File: src/rtl/rob_commit_ctrl.sv
// Reorder-buffer commit controller.
// Allocates entries at the tail, retires the oldest entry at the head into
// the register file, and tracks occupancy and protocol errors.
//
// Allocation handshake: alloc_req is the request and alloc_ack is the grant.
// A transfer happens in exactly the cycle in which both are high, and sel
// marks the granted entry in that same cycle. alloc_ack never depends on
// anything registered later, and the requester may drop alloc_req at any time.
module rob_commit_ctrl #(
  parameter int DEPTH = 8,
  localparam int PW = $clog2(DEPTH)
) (
  input  logic                clk,
  input  logic                rst,
  input  logic                alloc_req,
  output logic                alloc_ack,
  output logic [DEPTH-1:0]    sel,
  output logic [PW-1:0]       head,
  input  logic [DEPTH-1:0]    entry_busy,
  input  logic [DEPTH-1:0]    entry_wen,
  input  logic [5*DEPTH-1:0]  entry_dest,
  input  logic [32*DEPTH-1:0] entry_value,
  output logic                rf_we,
  output logic [4:0]          rf_waddr,
  output logic [31:0]         rf_wdata,
  output logic [PW:0]         count,
  output logic                full,
  output logic                empty,
  output logic                err
);

  localparam logic [PW:0]       DEPTH_C = (PW+1)'(DEPTH);
  localparam logic [PW:0]       CNT_ONE = (PW+1)'(1);
  localparam logic [PW-1:0]     PTR_ONE = PW'(1);
  localparam logic [PW-1:0]     PTR_LAST = PW'(DEPTH - 1);
  localparam logic [DEPTH-1:0]  OH_ONE = DEPTH'(1);

  logic [PW-1:0] head_q, head_d;
  logic [PW-1:0] tail_q, tail_d;
  logic [PW:0]   count_q, count_d;
  logic          rf_we_q, rf_we_d;
  logic [4:0]    rf_waddr_q, rf_waddr_d;
  logic [31:0]   rf_wdata_q, rf_wdata_d;
  logic          err_q, err_d;
  logic [4:0]    shadow_dest_q, shadow_dest_d;
  logic [31:0]   shadow_value_q, shadow_value_d;

  logic [DEPTH-1:0] head_oh;
  logic [DEPTH-1:0] tail_oh;
  logic [4:0]       head_dest;
  logic [31:0]      head_value;
  logic             alloc_ok;
  logic             err_other;
  logic             err_empty;
  logic             err_busy;
  logic             proto_err;
  logic             do_alloc;
  logic             do_commit;

  // Status decode, allocation grant and protocol-error detection.
  always_comb begin
    head_oh    = OH_ONE << head_q;
    tail_oh    = OH_ONE << tail_q;
    head_dest  = entry_dest[int'(head_q)*5 +: 5];
    head_value = entry_value[int'(head_q)*32 +: 32];
    full       = (count_q == DEPTH_C);
    empty      = (count_q == '0);
    // Full blocks allocation even if the head retires this cycle, so a
    // freed slot is only reused from the next cycle on.
    alloc_ok   = alloc_req & ~full & ~rst;
    alloc_ack  = alloc_ok;
    sel        = alloc_ok ? tail_oh : '0;
    err_other  = |(entry_wen & ~head_oh);
    err_empty  = empty & (|entry_wen);
    err_busy   = alloc_ok & (|(tail_oh & entry_busy));
    proto_err  = err_other | err_empty | err_busy;
    // Any protocol error freezes pointers, count and the register-file port.
    do_alloc   = alloc_ok & ~proto_err;
    do_commit  = entry_wen[head_q] & ~empty & ~proto_err;
  end

  // Next-state computation for pointers, occupancy, shadow and write port.
  always_comb begin
    head_d         = head_q;
    tail_d         = tail_q;
    count_d        = count_q;
    rf_we_d        = 1'b0;
    rf_waddr_d     = rf_waddr_q;
    rf_wdata_d     = rf_wdata_q;
    err_d          = err_q | proto_err;
    shadow_dest_d  = shadow_dest_q;
    shadow_value_d = shadow_value_q;

    // The entry zeroes its dest on the same edge it raises wen, so the
    // retiring dest/value come from the copy taken while wen was still low.
    if (!entry_wen[head_q]) begin
      shadow_dest_d  = head_dest;
      shadow_value_d = head_value;
    end

    if (do_alloc) begin
      tail_d = (tail_q == PTR_LAST) ? '0 : tail_q + PTR_ONE;
    end

    if (do_commit) begin
      head_d     = (head_q == PTR_LAST) ? '0 : head_q + PTR_ONE;
      // x0 is hardwired to zero: retire the entry but skip the write.
      rf_we_d    = (shadow_dest_q != 5'd0);
      rf_waddr_d = shadow_dest_q;
      rf_wdata_d = shadow_value_q;
    end

    if (do_alloc && !do_commit) begin
      count_d = count_q + CNT_ONE;
    end else if (do_commit && !do_alloc) begin
      count_d = count_q - CNT_ONE;
    end
  end

  // State registers with synchronous reset taking priority over any event.
  always_ff @(posedge clk) begin
    if (rst) begin
      head_q         <= '0;
      tail_q         <= '0;
      count_q        <= '0;
      rf_we_q        <= 1'b0;
      rf_waddr_q     <= '0;
      rf_wdata_q     <= '0;
      err_q          <= 1'b0;
      shadow_dest_q  <= '0;
      shadow_value_q <= '0;
    end else begin
      head_q         <= head_d;
      tail_q         <= tail_d;
      count_q        <= count_d;
      rf_we_q        <= rf_we_d;
      rf_waddr_q     <= rf_waddr_d;
      rf_wdata_q     <= rf_wdata_d;
      err_q          <= err_d;
      shadow_dest_q  <= shadow_dest_d;
      shadow_value_q <= shadow_value_d;
    end
  end

  assign head     = head_q;
  assign count    = count_q;
  assign rf_we    = rf_we_q;
  assign rf_waddr = rf_waddr_q;
  assign rf_wdata = rf_wdata_q;
  assign err      = err_q;

endmodule

File: config.mk
export PLATFORM = sky130hd
export DESIGN_NAME = rob_commit_ctrl
export DESIGN_NICKNAME = d
export VERILOG_FILES = /design/src/rtl/rob_commit_ctrl.sv
export SDC_FILE = /design/constraint.sdc
export NUM_CORES = 1
export LEC_CHECK = 0
export BUFFER_PORTS_ARGS = -buffer_cell sky130_fd_sc_hd__buf_2
export CAP_MARGIN = 25
export CORE_AREA = 2 2 143 145
export DETAILED_ROUTE_END_ITERATION = 8
export DIE_AREA = 0 0 145 147
export GPL_ROUTABILITY_DRIVEN = 0
export GPL_TIMING_DRIVEN = 0
export SLEW_MARGIN = 20
export SYNTH_ARGS = -nofsm -noshare
export SYNTH_HDL_FRONTEND = slang
export SYNTH_SLANG_ARGS = --single-unit
File: constraint.sdc
create_clock -name clk -period 5.3 [get_ports clk]
set_clock_uncertainty 0.15 [all_clocks]
set_input_delay 1.06 -clock clk [delete_from_list [all_inputs] [get_ports clk]]
set_output_delay 1.06 -clock clk [all_outputs]
set_load 0.02 [all_outputs]
==> results.ini, run 1 <==
[outcome]
status=finished clean

[setup_path]
cp-startpoint=head[0]
cp_slowest_stage_delay_ns=0.41
timing.rr.end=count[3]
cpMaxStageDelayCell=dfxtp_1
r2r_start=head[0]
worstSetupStartpointType=flop
worstSetupPathType=flop to flop
cp_cell_sequence=buf_2 -> buf_4 -> buf_2 -> inv_1 -> ha_1 -> o22ai_1 -> a2111oi_4 -> o211ai_4 -> buf_6 -> ha_1 -> inv_1 -> ha_1 -> a21o_1 -> a21oi_1 -> xnor2_1 -> or3_1 -> a21oi_1
cp_data_required_time_ns=5.42
reg2regPathDepth=17
cp.arrival_ns=4.37
cp_common_cell=ha_1
r2r_slack_ns=1.05
cp_num_buf_inv=6
endpoint_kind=flop
path_max_fanout=10
crit_family=buffers and inverters

[die]
core_area_sq_mm=0.0198
die_x_um=145
num_rows=52
io_pins=372
initial_utilization=0.303
die_h_um=147
die_area_sq_mm=0.0213

[timing]
max_freq_ghz=0.235
final_max_slew_viol_count=0
tightest_slew_ns=0.884
tns_ns=0
setup_viol=0
worst_slew_margin_rel=0.411
fin_crit_sh=0.802
post-route-min-period_ns=4.25
rsz0062_at_grt=no
holdWs_ns=0.312
finalHoldViolCount=0

[placement]
post_dp_cell_area_sq_mm=0.00820
io_buffers=370
dp.cells=1208
hpwl_um=20600

[power]
p_seq_frac=0.427
switching_share=0.242
power.share.clock=0.409
p_leak_uw=0.00400
peakVddDrop_mv=0.192
power-per-cell-area_mw_per_mm2=189
finalPower_uw=1600
power.internal_uw=1220
combPwrFrac=0.164
netSwitchingPower_uw=389

[yosys]
synth_simple_gate_area_share=0.184
synth.largest_area_cell=dfxtp_1
netlist_instances=568
synth_ff_type=dfxtp_1
syn_area_sq_mm=0.00601
yosysSeqAreaShare=0.286
synth_compound_area_frac=0.0847
syn_nets=899
synth.top_cell.area_share=0.286
synth_xor_area_frac=0.00437
synth_adder_area_share=0.0345
synth-edff-count=0
netlist-cell-type-count=45
synth_top_family_by_area=multiplexers
synth-seq-cells=86
yosysWarnings=0
async_flop_share=0
synth_area_leaders=dfxtp_1, mux4_2, nand2b_1, mux2i_1, a311oi_1
avgSynthCellArea_sq_um=10.6
muxShareOfSynthArea=0.357

[finish]
nets=1280
seq_area_sq_mm=0.00172
drive_above_1_share=0.519
final_cell_mix=buf_2, dfxtp_1, nand2b_1, nand2_1, mux4_2
multi_input_area_sq_mm=0.00400
finalInstanceArea_sq_mm=0.00851
antenna_cells=0
nFillCells=1986
final_common_cell=buf_2
fin_cells=1224
syn2layout_area_growth_pct=41.6

[detailed_routing]
num_vias=6006
ant_nets=0
drt_iter0_markers=331
drc_errors=0
via_per_inst=4.91
wl_per_cell_um=19.9
wl_um=24300
firstDrtPassIters=4

[global_route]
grt_first_pass_wirelength_um=35600
antenna_found_initial=4
track_usage=0.222
gr-total-overflow=0
first_global_vias=5920
grt_max_degree=15

[min_path]
hp-start=shadow_value_q[30]
hp-class=flop to flop
min_to=rf_wdata[30]
hold_path_depth=2

[clocking]
ctsRootBufferMaster=clkbuf_16
cts_resized=0
clock-sinks=86
insertion_delay_ns=0.34
ctsLongestPathBuffers=2
htree_levels=3
numCtsBuffers=9
post_cts_buffers=0
clk_pin_slew_ns=0.07
cts_tree=done
ctsHoldBuffers=0

[flow_run]
max_cap_violations=0

==> worst max-delay path by stage <==
stage	endpoint	slack (ns)	depth (start not counted)
2_1_floorplan	count[3]	1.47	13
3_5_place_dp	count[3]	0.96	17
3_3_place_gp	count[3]	0.99	17
6_report	count[3]	1.05	17
4_1_cts	count[3]	0.94	17
5_1_grt	count[3]	0.69	17
==> synthesized netlist by cell type (all sizes together) (2+ instances only) <==
| master | count |
|---|---|
| nand4 | 2 |
| nor2 | 52 |
| a311oi | 37 |
| ha | 15 |
| and3 | 7 |
| mux4 | 76 |
| and2 | 2 |
| dfxtp | 86 |
| nor3 | 4 |
| buf | 24 |
| nand2 | 76 |
| mux2 | 2 |
| mux2i | 41 |
| a22oi | 2 |
| xnor2 | 2 |
| nand2b | 76 |
| clkbuf | 28 |
| o21ai | 2 |
| a21oi | 5 |
| inv | 9 |
==> routing by layer <==
layer  wire length, um  part of all wire  GRT usage
met1             10800              0.44      0.299
met2             11800              0.49      0.369
met3              1420             0.058     0.0525
met4               297             0.012     0.0371
met5                48            0.0020          0
==> area by class of cell <==
type	count	area share
clock inverter	4	0.00632
buffer	52	0.0307
timing repair buffer	370	0.218
inverter	9	0.00397
clock buffer	12	0.0301
sequential	86	0.202
multi-input combinational	421	0.469
tap	270	0.0397
==> stage by stage <==
step / utilization / setup slack [ns]
3_5_place_dp: 0.413 / 0.962
5_1_grt: 0.429 / 0.690
2_1_floorplan: - / 1.47
4_1_cts: 0.429 / 0.939
3_3_place_gp: 0.413 / 0.990
6_report: 0.429 / 1.05
==> state kept, by name, indices dropped and copies added (netlist names) <==
register / count
rf_we: 1
count: 4
shadow_dest_q: 5
err: 1
rf_wdata: 32
tail_q: 3
head: 3
shadow_value_q: 32
rf_waddr: 5
==> worst min-delay path: cells and delay by family (launching register included) <==
| kind | cells | cell delay, ns |
|---|---|---|
| flops | 1 | 0.31 |
| mux | 1 | 0.05 |
| simple gates | 1 | 0.06 |
==> power groups by stage <==
stage | clock network [uW] | logic [uW] | registers (uW)
after floorplan | 0 | 113 | 690
after global placement | 0 | 259 | 700
after detailed placement | 0 | 263 | 700
after CTS | 674 | 264 | 685
after global routing | 703 | 285 | 687
final | 657 | 263 | 686
==> cell families after synthesis <==
| logic type | count (synthesis) |
|---|---|
| AND/OR/NAND/NOR | 225 |
| AO/OA/AOI/OAI | 58 |
| buffers and inverters | 61 |
| XOR/XNOR | 3 |
| flip-flops | 86 |
| multiplexers | 119 |
| adder cells (fa/ha/maj) | 16 |
Note: power is estimated with default switching activity, not from simulation.
==> inputs of run 2 (changes only) <==
==> constraint.sdc (replaced) <==
create_clock -name clk -period 4 [get_ports clk]
set_clock_uncertainty 0.15 [all_clocks]
set_input_delay 0.8 -clock clk [delete_from_list [all_inputs] [get_ports clk]]
set_output_delay 0.8 -clock clk [all_outputs]
set_load 0.02 [all_outputs]
==> run 2 against run 1 <==
  * Clock power is 33% higher
  * Final area is 0.38% higher
  * Sequential power grew 33%
  * Wire length shrank 0.33%
  * First-iteration DRC count is 6.3% lower
  * Global-route usage down 0.10 points
  * Via count rose by 0.75%
  * Highest routed layer unchanged
==> results.ini, run 2 (synthesized netlist as in run 1, its figures left out) <==
[global_route]
antenna_found_initial=4
gr-total-overflow=0
grt_max_degree=20
first_global_vias=5904
track_usage=0.221
grt_first_pass_wirelength_um=35500

[timing]
setup_viol=0
fin_ws_ns=0.243
fin_crit_sh=0.939
finalHoldViolCount=0
max_freq_ghz=0.266
final_max_slew_viol_count=0
tightest_slew_ns=0.889
tns_ns=0
worst_slew_margin_rel=0.407
post-route-min-period_ns=3.76

[setup_path]
reg2regPathDepth=16
endpoint_kind=flop
worstSetupStartpointType=flop
worstSetupPathType=flop to flop
cp.arrival_ns=3.88
cp_data_required_time_ns=4.12
path_max_fanout=19

[power]
p_leak_uw=0.00401
peakVddDrop_mv=0.256
finalPower_uw=2130
power-per-cell-area_mw_per_mm2=249

[placement]
io_buffers=370
dp_slack_ns=-0.338
hpwl_um=20600
post_dp_cell_area_sq_mm=0.00820
dp.cells=1208

[clocking]
htree_levels=3
insertion_delay_ns=0.34
clk_pin_slew_ns=0.07
clock-sinks=86
cts_tree=done
ctsLongestPathBuffers=2
ctsRootBufferMaster=clkbuf_16
numCtsBuffers=9

[die]
core_area_sq_mm=0.0198
die_area_sq_mm=0.0213
num_rows=52
io_pins=372
initial_utilization=0.303
die_x_um=145
die_h_um=147

[flow_run]
max_cap_violations=0

[detailed_routing]
ant_nets=0
wl_um=24300
drc_errors=0
firstDrtPassIters=4
via_per_inst=4.94
wl_per_cell_um=19.8
num_vias=6051
drt_iter0_markers=310

[finish]
antenna_cells=0
syn2layout_area_growth_pct=42.1
finalInstanceArea_sq_mm=0.00855
drive_above_1_share=0.520
final_cell_mix=buf_2, dfxtp_1, nand2b_1, nand2_1, mux4_2
final_common_cell=buf_2
fin_cells=1224
nets=1280
nFillCells=1984

[outcome]
status=finished clean

[min_path]
hold_path_depth=2
hp-class=flop to flop

## run 2: final timing paths
kind	startpoint	to	slack [ns]
setup / recovery	head[0]	count[3]	0.24
hold reg to reg	shadow_value_q[30]	rf_wdata[30]	0.31
setup reg to reg	head[0]	count[3]	0.24
hold / removal	shadow_value_q[30]	rf_wdata[30]	0.31
## run 2: area by class of cell
cell class	instances	area, sq um	share of cell area
multi-input combinational	421	4010	0.469
timing repair buffer	372	1870	0.218
sequential	86	1720	0.201
tap	270	338	0.0395
buffer	50	268	0.0313
clock buffer	12	256	0.0300
clock inverter	4	53.8	0.00630
inverter	9	33.8	0.00395
## run 2: per-layer routing
layer  up-vias  global-route usage  wire (um)
met5         -                   0         50
li1       2875                   -          -
met2       229               0.367      11800
met4         8              0.0371        259
met3        24              0.0525       1370
met1      2915               0.298      10700
## run 2: metrics by stage
stage               utilization  hold slack, ns
global placement          0.413           0.310
finish                    0.431           0.315
detailed placement        0.413           0.315
CTS                       0.429           0.320
floorplan                     -           0.299
global route              0.431           0.344
## run 2: critical path, stage by stage, from the launching register on
cell,delay [ns]
dfxtp_1,0.35
clkbuf_4,0.22
buf_12,0.19
inv_1,0.11
ha_1,0.16
o22ai_1,0.13
a2111oi_4,0.47
o211ai_4,0.23
buf_6,0.23
ha_1,0.21
inv_1,0.11
ha_1,0.24
a21o_1,0.18
a21oi_1,0.17
xnor2_1,0.09
or3_1,0.30
a21oi_1,0.14
## run 2: power breakdown
group          switching (uW)  total (uW)  internal (uW)
Combinational             142         349            207
Sequential               24.9         909            884
Clock                     352         873            521
## run 2: what timing repair did
action,CTS,global route
hold buffers,0,0
cloned,0,0
endpoints found under the setup margin,2,1
buffers inserted,0,2
gates resized for setup,1,4
pin swaps,0,1
